**config.mk**
```make
export PLATFORM = sky130hd
export DESIGN_NAME = axi_lite_master_seq
export DESIGN_NICKNAME = d
export VERILOG_FILES = /design/src/rtl/axi_lite_master_seq.sv
export SDC_FILE = /design/constraint.sdc
export NUM_CORES = 1
export LEC_CHECK = 0
export CAP_MARGIN = 20
export CORE_ASPECT_RATIO = 0.8
export CORE_MARGIN = 10
export CORE_UTILIZATION = 40
export CTS_BUF_LIST = sky130_fd_sc_hd__clkbuf_4 sky130_fd_sc_hd__clkbuf_8 sky130_fd_sc_hd__clkbuf_16
export DETAILED_ROUTE_END_ITERATION = 12
export PLACE_DENSITY = 0.9
export SLEW_MARGIN = 20
export SYNTH_ARGS = -nofsm -noshare
export SYNTH_HDL_FRONTEND = slang
export SYNTH_SLANG_ARGS = --single-unit
```
**constraint.sdc**
```tcl
create_clock -name axi_aclk -period 2.4 [get_ports axi_aclk]
set_clock_uncertainty 0.15 [all_clocks]
set_input_delay 0.6 -clock axi_aclk [delete_from_list [all_inputs] [get_ports axi_aclk]]
set_output_delay 0.6 -clock axi_aclk [all_outputs]
set_load 0.01 [all_outputs]
```
**src/rtl/axi_lite_master_seq.sv**
```systemverilog
// axi_lite_master_seq: converts single register commands from a valid/ready
// command port into AXI4-Lite write or read transactions, one at a time, and
// returns the slave's result on a valid/ready response port. A sticky timeout
// flag records slow transactions without ever abandoning them.
//
// Handshake rule on every channel (cmd, rsp, aw, w, b, ar, r): a transfer
// happens on the rising edge where valid and ready are both 1. A raised valid
// is held, with a stable payload, until that edge; ready may come at any time.
module axi_lite_master_seq #(
    parameter int unsigned ADDR_WIDTH     = 32,
    parameter int unsigned TIMEOUT_CYCLES = 1024,
    parameter logic [2:0]  AXI_PROT       = 3'b000
) (
    input  logic                  axi_aclk,
    input  logic                  axi_aresetn,
    // command port
    input  logic                  cmd_valid,
    output logic                  cmd_ready,
    input  logic                  cmd_write,
    input  logic [ADDR_WIDTH-1:0] cmd_addr,
    input  logic [31:0]           cmd_wdata,
    input  logic [3:0]            cmd_wstrb,
    // response port
    output logic                  rsp_valid,
    input  logic                  rsp_ready,
    output logic [31:0]           rsp_rdata,
    output logic [1:0]            rsp_resp,
    output logic                  rsp_timeout,
    // AXI4-Lite write address / data / response
    output logic                  m_axi_awvalid,
    output logic [ADDR_WIDTH-1:0] m_axi_awaddr,
    output logic [2:0]            m_axi_awprot,
    input  logic                  m_axi_awready,
    output logic                  m_axi_wvalid,
    output logic [31:0]           m_axi_wdata,
    output logic [3:0]            m_axi_wstrb,
    input  logic                  m_axi_wready,
    input  logic                  m_axi_bvalid,
    input  logic [1:0]            m_axi_bresp,
    output logic                  m_axi_bready,
    // AXI4-Lite read address / data
    output logic                  m_axi_arvalid,
    output logic [ADDR_WIDTH-1:0] m_axi_araddr,
    output logic [2:0]            m_axi_arprot,
    input  logic                  m_axi_arready,
    input  logic                  m_axi_rvalid,
    input  logic [31:0]           m_axi_rdata,
    input  logic [1:0]            m_axi_rresp,
    output logic                  m_axi_rready,
    // debug: current FSM state
    output logic [2:0]            dbg_state
);

    typedef enum logic [2:0] {
        IDLE         = 3'd0,
        WR_ADDR_DATA = 3'd1,
        WR_RESP      = 3'd2,
        RD_ADDR      = 3'd3,
        RD_DATA      = 3'd4,
        RESP         = 3'd5
    } state_e;

    // Counter wide enough to hold TIMEOUT_CYCLES itself (its saturation value).
    localparam int unsigned     CNT_W    = (TIMEOUT_CYCLES < 2) ? 1 : $clog2(TIMEOUT_CYCLES + 1);
    localparam logic [CNT_W-1:0] CNT_MAX  = CNT_W'(TIMEOUT_CYCLES);
    localparam logic [CNT_W-1:0] CNT_LAST = CNT_W'(TIMEOUT_CYCLES - 1);

    state_e                  state_q, state_d;
    logic                    aw_done_q, aw_done_d;
    logic                    w_done_q, w_done_d;
    logic [ADDR_WIDTH-1:0]   addr_q, addr_d;
    logic [31:0]             wdata_q, wdata_d;
    logic [3:0]              wstrb_q, wstrb_d;
    logic [CNT_W-1:0]        cnt_q, cnt_d;
    logic                    to_flag_q, to_flag_d;
    logic [31:0]             rsp_rdata_q, rsp_rdata_d;
    logic [1:0]              rsp_resp_q, rsp_resp_d;
    logic                    rsp_timeout_q, rsp_timeout_d;
    logic                    rst_done_q;
    logic                    accept;
    logic                    busy;
    logic                    hit;

    assign cmd_ready = rst_done_q && (state_q == IDLE);
    assign accept    = cmd_valid && cmd_ready;

    // Busy states are the ones that count toward the timeout; hit means this
    // cycle is the TIMEOUT_CYCLES-th counted one (or later).
    always_comb begin
        busy = (state_q == WR_ADDR_DATA) || (state_q == WR_RESP) ||
               (state_q == RD_ADDR) || (state_q == RD_DATA);
        hit  = (TIMEOUT_CYCLES != 0) && busy && (cnt_q >= CNT_LAST);
    end

    // Timeout counter: cleared on accept, counts busy cycles, saturates with a sticky flag.
    always_comb begin
        cnt_d     = cnt_q;
        to_flag_d = to_flag_q;
        if (accept) begin
            cnt_d     = '0;
            to_flag_d = 1'b0;
        end else if (hit) begin
            cnt_d     = CNT_MAX;
            to_flag_d = 1'b1;
        end else if (busy && (TIMEOUT_CYCLES != 0)) begin
            cnt_d = cnt_q + 1'b1;
        end
    end

    // Next-state and datapath capture for the transaction sequencer.
    always_comb begin
        state_d       = state_q;
        aw_done_d     = aw_done_q;
        w_done_d      = w_done_q;
        addr_d        = addr_q;
        wdata_d       = wdata_q;
        wstrb_d       = wstrb_q;
        rsp_rdata_d   = rsp_rdata_q;
        rsp_resp_d    = rsp_resp_q;
        rsp_timeout_d = rsp_timeout_q;
        case (state_q)
            IDLE: begin
                if (accept) begin
                    addr_d    = cmd_addr;
                    wdata_d   = cmd_wdata;
                    wstrb_d   = cmd_wstrb;
                    aw_done_d = 1'b0;
                    w_done_d  = 1'b0;
                    state_d   = cmd_write ? WR_ADDR_DATA : RD_ADDR;
                end
            end
            WR_ADDR_DATA: begin
                if (m_axi_awvalid && m_axi_awready) aw_done_d = 1'b1;
                if (m_axi_wvalid && m_axi_wready)   w_done_d  = 1'b1;
                if (aw_done_d && w_done_d)          state_d   = WR_RESP;
            end
            WR_RESP: begin
                if (m_axi_bvalid) begin
                    rsp_resp_d    = m_axi_bresp;
                    rsp_rdata_d   = '0;
                    rsp_timeout_d = to_flag_q || hit;
                    state_d       = RESP;
                end
            end
            RD_ADDR: begin
                if (m_axi_arready) state_d = RD_DATA;
            end
            RD_DATA: begin
                if (m_axi_rvalid) begin
                    rsp_resp_d    = m_axi_rresp;
                    rsp_rdata_d   = m_axi_rdata;
                    rsp_timeout_d = to_flag_q || hit;
                    state_d       = RESP;
                end
            end
            RESP: begin
                if (rsp_ready) state_d = IDLE;
            end
            default: state_d = IDLE;
        endcase
    end

    // State and datapath registers; everything returns to zero/IDLE on reset.
    always_ff @(posedge axi_aclk or negedge axi_aresetn) begin
        if (!axi_aresetn) begin
            state_q       <= IDLE;
            aw_done_q     <= 1'b0;
            w_done_q      <= 1'b0;
            addr_q        <= '0;
            wdata_q       <= '0;
            wstrb_q       <= '0;
            cnt_q         <= '0;
            to_flag_q     <= 1'b0;
            rsp_rdata_q   <= '0;
            rsp_resp_q    <= '0;
            rsp_timeout_q <= 1'b0;
            rst_done_q    <= 1'b0;
        end else begin
            state_q       <= state_d;
            aw_done_q     <= aw_done_d;
            w_done_q      <= w_done_d;
            addr_q        <= addr_d;
            wdata_q       <= wdata_d;
            wstrb_q       <= wstrb_d;
            cnt_q         <= cnt_d;
            to_flag_q     <= to_flag_d;
            rsp_rdata_q   <= rsp_rdata_d;
            rsp_resp_q    <= rsp_resp_d;
            rsp_timeout_q <= rsp_timeout_d;
            rst_done_q    <= 1'b1;
        end
    end

    // AXI and response outputs decoded from state; payloads straight from registers.
    always_comb begin
        m_axi_awvalid = (state_q == WR_ADDR_DATA) && !aw_done_q;
        m_axi_wvalid  = (state_q == WR_ADDR_DATA) && !w_done_q;
        m_axi_bready  = (state_q == WR_RESP);
        m_axi_arvalid = (state_q == RD_ADDR);
        m_axi_rready  = (state_q == RD_DATA);
        rsp_valid     = (state_q == RESP);
        m_axi_awaddr  = addr_q;
        m_axi_araddr  = addr_q;
        m_axi_wdata   = wdata_q;
        m_axi_wstrb   = wstrb_q;
        m_axi_awprot  = rst_done_q ? AXI_PROT : 3'b000;
        m_axi_arprot  = rst_done_q ? AXI_PROT : 3'b000;
        rsp_rdata     = rsp_rdata_q;
        rsp_resp      = rsp_resp_q;
        rsp_timeout   = rsp_timeout_q;
        dbg_state     = state_q;
    end

endmodule

```
; Word level (Yosys, flattened, before mapping)
; Index checks and enable logic that the tools add are counted.
[op_classes]
add_sub_neg = 1
order_cmp = 1
n_eq_ne = 11
mux = 29
reduce_logical = 23
[ops]
columns = operator, n
row1 = 32-bit 2-to-1 mux, 2
row2 = 32-bit one-hot mux with 2 select lines, 1
row3 = 11-bit 2-to-1 mux, 3
row4 = 3-bit 2-to-1 mux, 6
row5 = 3-bit one-hot mux with 6 select lines, 1
row6 = 11-bit by 1-bit adder with 11-bit output (second input constant), 1
row7 = 11-bit by 10-bit greater-or-equal comparator with 1-bit output (second input constant), 1
row8 = 1-bit 2-to-1 mux, 9
row9 = 1-bit logical AND, 8
row10 = 3-bit by 2-bit == test with 1-bit output (second input constant), 2
row11 = 3-bit == test (second input constant), 2
row12 = 2-bit 2-to-1 mux, 3
row13 = 2-bit by 1-bit != test with 1-bit output (second input constant), 3
row14 = 2-bit != test (second input constant), 3
row15 = 1-bit one-hot mux with 2 select lines, 3
row16 = 6-bit AND reduction, 1
row17 = 2-bit nonzero test, 3
row18 = 1-bit logical OR, 4
row19 = 2-bit one-hot mux with 2 select lines, 1
row20 = 2-bit AND reduction, 2
row21 = 3-bit by 1-bit == test with 1-bit output (second input constant), 1
row22 = 3-bit zero test, 1
row23 = 3-bit AND reduction, 1
row24 = 3-bit nonzero test, 1
row25 = 1-bit zero test, 2
[word_totals]
ff_bits = 121
output_inout_bits = 151

; Logic depth before layout (Yosys ltp)
; Gate-level depths: netlist of the first run.
[logic_depth]
depth_word = 8
mapped_depth = 7
depth_no_buf = 5

; Least setup slack after synthesis of the first run
; No wires, ideal clock.
[synth_timing]
path_type = register to register
startpoint = reg state_q[1], in the netlist dbg_state[1]
endpoint = reg rsp_rdata_q[13], in the netlist rsp_rdata[13]
arrival_ns = 1.706
t_required_ns = 2.129
path_slack_ns = 0.423
path_stages_with_launch = 7
path_buffers = 3
path_cell_list = dfrtp_1 > buf_6 > nand2b_1 > a2111o_1 > buf_2 > buf_6 > a22o_1
[synth_via]
elab_chain_len = 3
word_cells_on_any_way = 7
classes_between = eq/ne: 4 / mux: 1 / reduce/logical: 2
[synth_rtl]
columns = item, line_no
row1 = from (decl), 68  ; state_e state_q, state_d;
row2 = from (signal assigned), 179  ; state_q <= state_d;
row3 = 3-bit == test or 3-bit by 2-bit == test with 1-bit output (tied branches), 121  ; case (state_q)
row4 = 2-bit != test (no line) or 2-bit nonzero test (tied branches), --
row5 = 3-bit AND reduction (no line), --
row6 = to (signal assigned), 187  ; rsp_rdata_q <= rsp_rdata_d;
row7 = to (decl), 76  ; logic [31:0] rsp_rdata_q, rsp_rdata_d;
; Several ways; a longest one is shown, not always the timed one.
; A chain may end at the register's enable or synchronous reset.

; Final worst setup path of the first run
[layout_timing]
startpoint = reg state_q[1], in the netlist dbg_state[1]
endpoint = out rsp_valid
[layout_via]
elab_chain_len = 1
[layout_rtl]
columns = item, line_no
row1 = 3-bit == test, 201  ; rsp_valid = (state_q == RESP);
row2 = to (decl), 24  ; output logic rsp_valid,
; Every way passes these cells.

==> impl_metrics.toml, run 1 <==
[floorplan]
die_x_microns = 147.3
initial_core_util_pct = 40.58
dieHeight_microns = 121.8
design.core.area_sq_um = 12780
ios = 265
die_area_sq_um = 17950
core.rowCount = 37

[timing]
period_share_pct = 96.66
worst_pin_slew_ps = 503.7
rsz0062_at_grt = "no"
post-route-min-period_ps = 2320
setup_viol_count_final = 0
setup_slack_ps = 80.09
slew_violations = 0
fmax_mhz = 431.1
hold_viol = 0
maxSlewHeadroom_pct = 66.42
holdWs_ps = 319.9

[pwr]
power_mw = 11.60
switching_share_pct = 33.90
vdd.ir_drop.worst_mv = 0.7416
power_frac_seq_pct = 30.9
p_per_area_nw_per_um2 = 1347
switching_power_mw = 3.932
p_leak_nw = 4.014
combPwrFrac_pct = 44.8
intPower_mw = 7.669
p_clk_share_pct = 24.3

[global_route]
met3_usage_pct = 9.152
grt_pass1_wl_microns = 28590
antenna_found_initial = 0
grt.total_usage_pct = 19.94
grt_busiest_layer = "met2"
grt-ovfl-total = 0
use_met2_pct = 33.38
grt_max_degree = 53
grt_pass1_vias = 5079
globalRouteMet1Util_pct = 23.20

[critical_path]
start_kind = "flop"
crit_fanout = 9
critical_path_arrival_ps = 1570
crit_type = "flop to output port"
required_ps = 1650
crit_path_end_kind = "output port"

[drt]
vias_per_cell = 4.941
drtIter0Drc = 233
drcViolationCount = 0
num_vias = 4798
ant_nets = 0
first_pass_iters = 4
routed_wl_microns = 18340
wl_per_cell_microns = 18.89

[logic_synthesis]
synth_cell_types = 43
yosysSeqAreaShare_pct = 58.40
synth_area_per_cell_sq_um = 9.637
syn_area_sq_um = 5185
ys_ff_latch = 121
yosys_warnings = 0
syn_inst = 538

[status]
outcome = "complete, no violations"

[place]
pre_cts_ws_ps = -199.5
place_congestion = 0.8718
dp_hpwl_microns = 13480
io_buffers = 258

[clocking]
cts.htree.levels = 4
clockBufferDepth = 2
clk_latency_ps = 400
cts_tree = "built"
cts-root-buf = "clkbuf_16"
cts_sinks = 121
clk_pin_slew_ps = 60
cts_buffers = 17

[cells_and_area]
fillerInstances = 932
multi_input_area_sq_um = 1769
seqCellArea_sq_um = 3032
syn_to_final_growth_pct = 66.05
drive_above_1_share_pct = 9.673
num_antenna_cells = 0
nNetsFinal = 898

[run]
cap_viol_max_count = 0

[hold_path]
hold_class = "flop to flop"
==> cells in the mapped netlist (all sizes together) <==
library cell | count | area share, %
o21bai | 2 | 0.29
o22ai | 1 | 0.12
a21o | 1 | 0.14
dfrtp | 121 | 58
a311oi | 1 | 0.17
nand2b | 3 | 0.36
nor3b | 2 | 0.29
or2 | 3 | 0.36
o21a | 2 | 0.29
o21ai | 10 | 0.97
a2111o | 1 | 0.22
nand3 | 10 | 0.97
nor3 | 6 | 0.68
o2111ai | 1 | 0.17
nand4 | 4 | 0.48
and2 | 2 | 0.24
nand2 | 220 | 16
or4 | 1 | 0.22
mux2 | 1 | 0.22
mux2i | 5 | 0.97
conb | 2 | 0.14
nor2 | 10 | 0.72
a21oi | 8 | 0.77
a22o | 32 | 5.4
nor4 | 5 | 0.72
buf | 50 | 7.0
o211ai | 1 | 0.14
and3 | 2 | 0.24
ha | 1 | 0.24
o2bb2ai | 1 | 0.17
inv | 3 | 0.22
o22a | 1 | 0.17
o31a | 1 | 0.17
a31oi | 5 | 0.72
clkbuf | 16 | 1.2
a211o | 1 | 0.17
nand4b | 2 | 0.34
==> routing by layer <==
metal / vias to the layer above / routed length (microns)
met5: - / 0
met4: 0 / 148
met3: 11 / 1883
met2: 224 / 8908
met1: 2348 / 7397
li1: 2215 / -
==> final cells by class <==
cell class	instances	area share, %
sequential	121	35.21
multi-input combinational	353	20.55
clock inverter	9	1.860
tap	175	2.543
inverter	3	0.1308
clock buffer	23	5.900
timing repair buffer	287	33.80
==> flip-flops by register name, summed over array words and instances, names as in the netlist <==
| name | cells |
|---|---|
| rsp_timeout | 1 |
| m_axi_araddr | 32 |
| rst_done_q | 1 |
| cnt_q | 11 |
| to_flag_q | 1 |
| rsp_resp | 2 |
| dbg_state | 3 |
| m_axi_wdata | 32 |
| w_done_q | 1 |
| rsp_rdata | 32 |
| aw_done_q | 1 |
| m_axi_wstrb | 4 |
==> cells in the final DEF (no fill, tap or decap), drive strengths merged, types with 3 or more instances in the layout <==
| master | count |
|---|---|
| clkdlybuf4s50 | 249 |
| nand2 | 220 |
| dfrtp | 121 |
| a22o | 32 |
| buf | 29 |
| clkbuf | 23 |
| o21ai | 10 |
| nand3 | 10 |
| nor2 | 10 |
| a21oi | 8 |
| conb | 7 |
| nor3 | 6 |
| mux2i | 5 |
| a31oi | 5 |
| nor4 | 5 |
| nand4 | 4 |
| bufinv | 4 |
| dlymetal6s2s | 4 |
| inv | 3 |
| clkinvlp | 3 |
| dlygate4sd2 | 3 |
| nand2b | 3 |
| or2 | 3 |
==> worst max-delay path: stages (launching register included) <==
cell           delay [ps]
dfrtp_2               480
nand2b_2              250
nor2_1                110
dlygate4sd2_1         330
==> through the flow <==
step	util [%]	cell area, sq um	TNS [ps]	std cells
2_1_floorplan	-	5204	0	543
3_3_place_gp	61.56	7865	-2221	934
3_5_place_dp	61.56	7865	-3719	934
4_1_cts	66.88	8546	-601.1	967
5_1_grt	67.38	8610	0	971
6_report	67.38	8610	0	971
==> cell families (layout without fill, tap and decap cells) <==
group,Yosys count,after routing,share of synthesized area [%]
simple gates,270,270,21.55
other cells,2,7,0.1448
buf+inv,69,322,8.398
mux,6,6,1.182
flops,121,121,58.40
compound gates,69,69,10.09
fa+ha+maj,1,1,0.2413
==> timing repair <==
action | 4_1_cts | 5_1_grt
hold buffers | 1 | 0
endpoints found under the setup margin | 9 | 25
pin swaps | 0 | 2
hold endpoints to repair | 18 | 0
buffers inserted | 0 | 4
resized for setup | 7 | 10
gates cloned | 0 | 0
==> worst paths after layout <==
path | endpoint | from | slack, ps | depth (start not counted)
setup / recovery | rsp_valid | dbg_state[1]$_DFFE_PN0P_ | 80 | 3
hold reg to reg | m_axi_wdata[17]$_DFFE_PN0P_ | m_axi_wdata[17]$_DFFE_PN0P_ | 320 | 2
min in group asynchronous | m_axi_wdata[26]$_DFFE_PN0P_ | axi_aresetn | 500 | 2
setup reg to reg | cnt_q[6]$_DFFE_PN0P_ | dbg_state[0]$_DFFE_PN0P_ | 250 | 5
max in group asynchronous | m_axi_wdata[2]$_DFFE_PN0P_ | axi_aresetn | 1000 | 3
hold / removal | m_axi_wdata[17]$_DFFE_PN0P_ | m_axi_wdata[17]$_DFFE_PN0P_ | 320 | 2
==> power groups by stage <==
| stage | Combinational, mW | Clock (mW) | Sequential [mW] |
|---|---|---|---|
| 4_1_cts | 5.21 | 2.87 | 3.57 |
| 2_1_floorplan | 2.09 | 0 | 3.81 |
| 5_1_grt | 5.62 | 2.98 | 3.69 |
| 3_5_place_dp | 5.17 | 0 | 3.56 |
| 6_report | 5.20 | 2.82 | 3.58 |
| 3_3_place_gp | 4.99 | 0 | 3.53 |
Note: power is estimated with default switching activity, not from simulation.
==> run 2: changes to the inputs <==
--- a/config.mk
+++ b/config.mk
@@ -5,10 +5,12 @@
 export SDC_FILE = /design/constraint.sdc
 export NUM_CORES = 1
 export LEC_CHECK = 0
+export ABC_AREA = 1
+export ABC_CLOCK_PERIOD_IN_PS = 2400
 export CAP_MARGIN = 20
 export CORE_ASPECT_RATIO = 0.8
-export CORE_MARGIN = 10
-export CORE_UTILIZATION = 40
+export CORE_MARGIN = 5
+export CORE_UTILIZATION = 41
 export CTS_BUF_LIST = sky130_fd_sc_hd__clkbuf_4 sky130_fd_sc_hd__clkbuf_8 sky130_fd_sc_hd__clkbuf_16
 export DETAILED_ROUTE_END_ITERATION = 12
 export PLACE_DENSITY = 0.9
==> run 2 against run 1 <==
Against the previous run: clock power down 16%; sequential power is 4% lower; worst hold slack worse by 220 ps; worst setup slack better by 25 ps; sequential share of layout area grew 0.59 points; combinational power down 5.8%; maximum frequency up 1.1%; largest cell class unchanged.
==> impl_metrics.toml, run 2 <==
[logic_synthesis]
synth_most_common_cell = "nand2_1"
synth-main-ff-cell = "dfrtp_1"
synth.area.top_cells = "dfrtp_1 (56%), nand2_1 (22%), buf_4 (5.4%)"
synthArstFlopShare_pct = 100.0
syn_inst = 654
yosys_warnings = 0
synth_cell_types = 24
yosysSeqAreaShare_pct = 55.80
syn_area_sq_um = 5426
synth_area_per_cell_sq_um = 8.297
ys_ff_latch = 121
synth_common_cells = "nand2_1 (321), dfrtp_1 (121), nand3_1 (48)"
synth-edff-count = 0
yosysTopAreaCellShare_pct = 55.80
synth_top_area_cell = "dfrtp_1"

[drt]
wl_per_cell_microns = 14.93
drcViolationCount = 0
ant_nets = 0
routed_wl_microns = 15940
vias_per_cell = 4.657
drtIter0Drc = 197
num_vias = 4974
first_pass_iters = 4

[cells_and_area]
layout_commonest_cell = "nand2_1"
drive_above_1_share_pct = 8.063
syn_to_final_growth_pct = 55.91
fillerInstances = 991
nNetsFinal = 998
num_antenna_cells = 0
post-route-util_pct = 65.50
seqCellArea_sq_um = 3029
layout_common_cells = "nand2_1 (321), clkdlybuf4s50_1 (250), dfrtp_1 (120)"
multi_input_area_sq_um = 1831

[run]
cap_viol_max_count = 0

[timing]
maxSlewHeadroom_pct = 53.43
slew_violations = 0
setup_viol_count_final = 0
worst_pin_slew_ps = 698.6
fmax_mhz = 435.7
post-route-min-period_ps = 2295
period_share_pct = 95.63
holdWs_ps = 99.62
hold_viol = 0

[floorplan]
die_x_microns = 138.6
initial_core_util_pct = 42.01
dieHeight_microns = 112.9
ios = 265
die_area_sq_um = 15650
core.rowCount = 37
design.core.area_sq_um = 12920

[critical_path]
start_kind = "flop"
worstReg2RegStart = "dbg_state[1]$_DFFE_PN0P_"
critical_path_arrival_ps = 1550
required_ps = 1650
crit_start = "dbg_state[1]$_DFFE_PN0P_"
crit_fanout = 8
crit_path_end_kind = "output port"
crit_type = "flop to output port"

[clocking]
cts_tree = "built"
clk_latency_ps = 400
cts-root-buf = "clkbuf_16"
cts_sinks = 121
cts_hold_buf = 0
clockBufferDepth = 2
clk_pin_slew_ps = 60
cts_buffers = 17
cts.htree.levels = 4

[hold_path]
hold_class = "primary input to async pin"

[global_route]
grt_max_degree = 122
antenna_found_initial = 0
grt_pass1_vias = 5032
grt_pass1_wl_microns = 25470
grt-ovfl-total = 0
grt.total_usage_pct = 19.94

[place]
io_buffers = 258
dp_hpwl_microns = 11650
place_congestion = 0.8584

[pwr]
p_per_area_nw_per_um2 = 1265
p_leak_nw = 4.204
vdd.ir_drop.worst_mv = 0.6195

[status]
outcome = "complete, no violations"
run 2: worst paths after layout:
check / to / cells after the start / slack, ps
max in group asynchronous: m_axi_wdata[2]$_DFFE_PN0P_ / 2 / 1430
min: rsp_rdata[28]$_DFFE_PN0P_ / 2 / 100
min reg2reg: rsp_rdata[8]$_DFFE_PN0P_ / 2 / 320
max: m_axi_rready / 5 / 100
max reg2reg: cnt_q[5]$_DFFE_PN0P_ / 10 / 360
min in group axi_aclk: rsp_rdata[8]$_DFFE_PN0P_ / 2 / 320
run 2: cells by family after synthesis:
family	share of synthesized area, %
adder cells (fa/ha/maj)	0.2305
AND/OR/NAND/NOR	32.00
buffers and inverters	10.91
flip-flops	55.80
other	0.1384
AO/OA/AOI/OAI	0.9221
run 2: worst max-delay path, stage by stage, from the launching register on:
cell	delay [ps]
dfrtp_1	390
buf_4	170
nor2_4	130
nand2_2	90
inv_2	80
dlygate4sd2_1	290
run 2: routing by layer:
layer  routed length (microns)  global-route usage [%]  vias up
li1                          -                       -     2413
met1                      6550                   23.98     2302
met2                      7613                   33.52      240
met3                      1553                   8.281       19
met4                       222                   5.215        0
met5                         0                       0        -
run 2: cell type report:
| class | count | share of cell area, % |
|---|---|---|
| flip-flops and latches | 121 | 35.80 |
| multi-input cells | 440 | 21.64 |
| clock inverters | 8 | 0.8577 |
| clock buffers | 21 | 5.679 |
| repair buffers | 270 | 31.93 |
| inverters | 33 | 1.508 |
| well taps | 175 | 2.588 |
run 2: power breakdown:
part	internal (mW)	switching (mW)
registers	2.87	0.563
logic	2.53	2.38
clock network	1.51	0.859
run 2: metrics by stage:
step	setup TNS [ps]	total power, mW	instance area [sq um]	setup WS [ps]	instances
after floorplan	0	5.935	5445	531.0	659
after global placement	0	8.224	7885	195.2	1036
after detailed placement	0	8.363	7885	139.7	1036
after CTS	0	10.78	8433	63.41	1065
after global routing	-27.77	11.41	8461	-18.00	1068
final	0	10.71	8461	104.8	1068
run 2: what timing repair did:
item	4_1_cts	5_1_grt
gates cloned	0	0
resized for setup	9	3
pin swaps	0	1
endpoints found under the setup margin	7	3
setup buffers	0	3
hold endpoints to repair	0	0
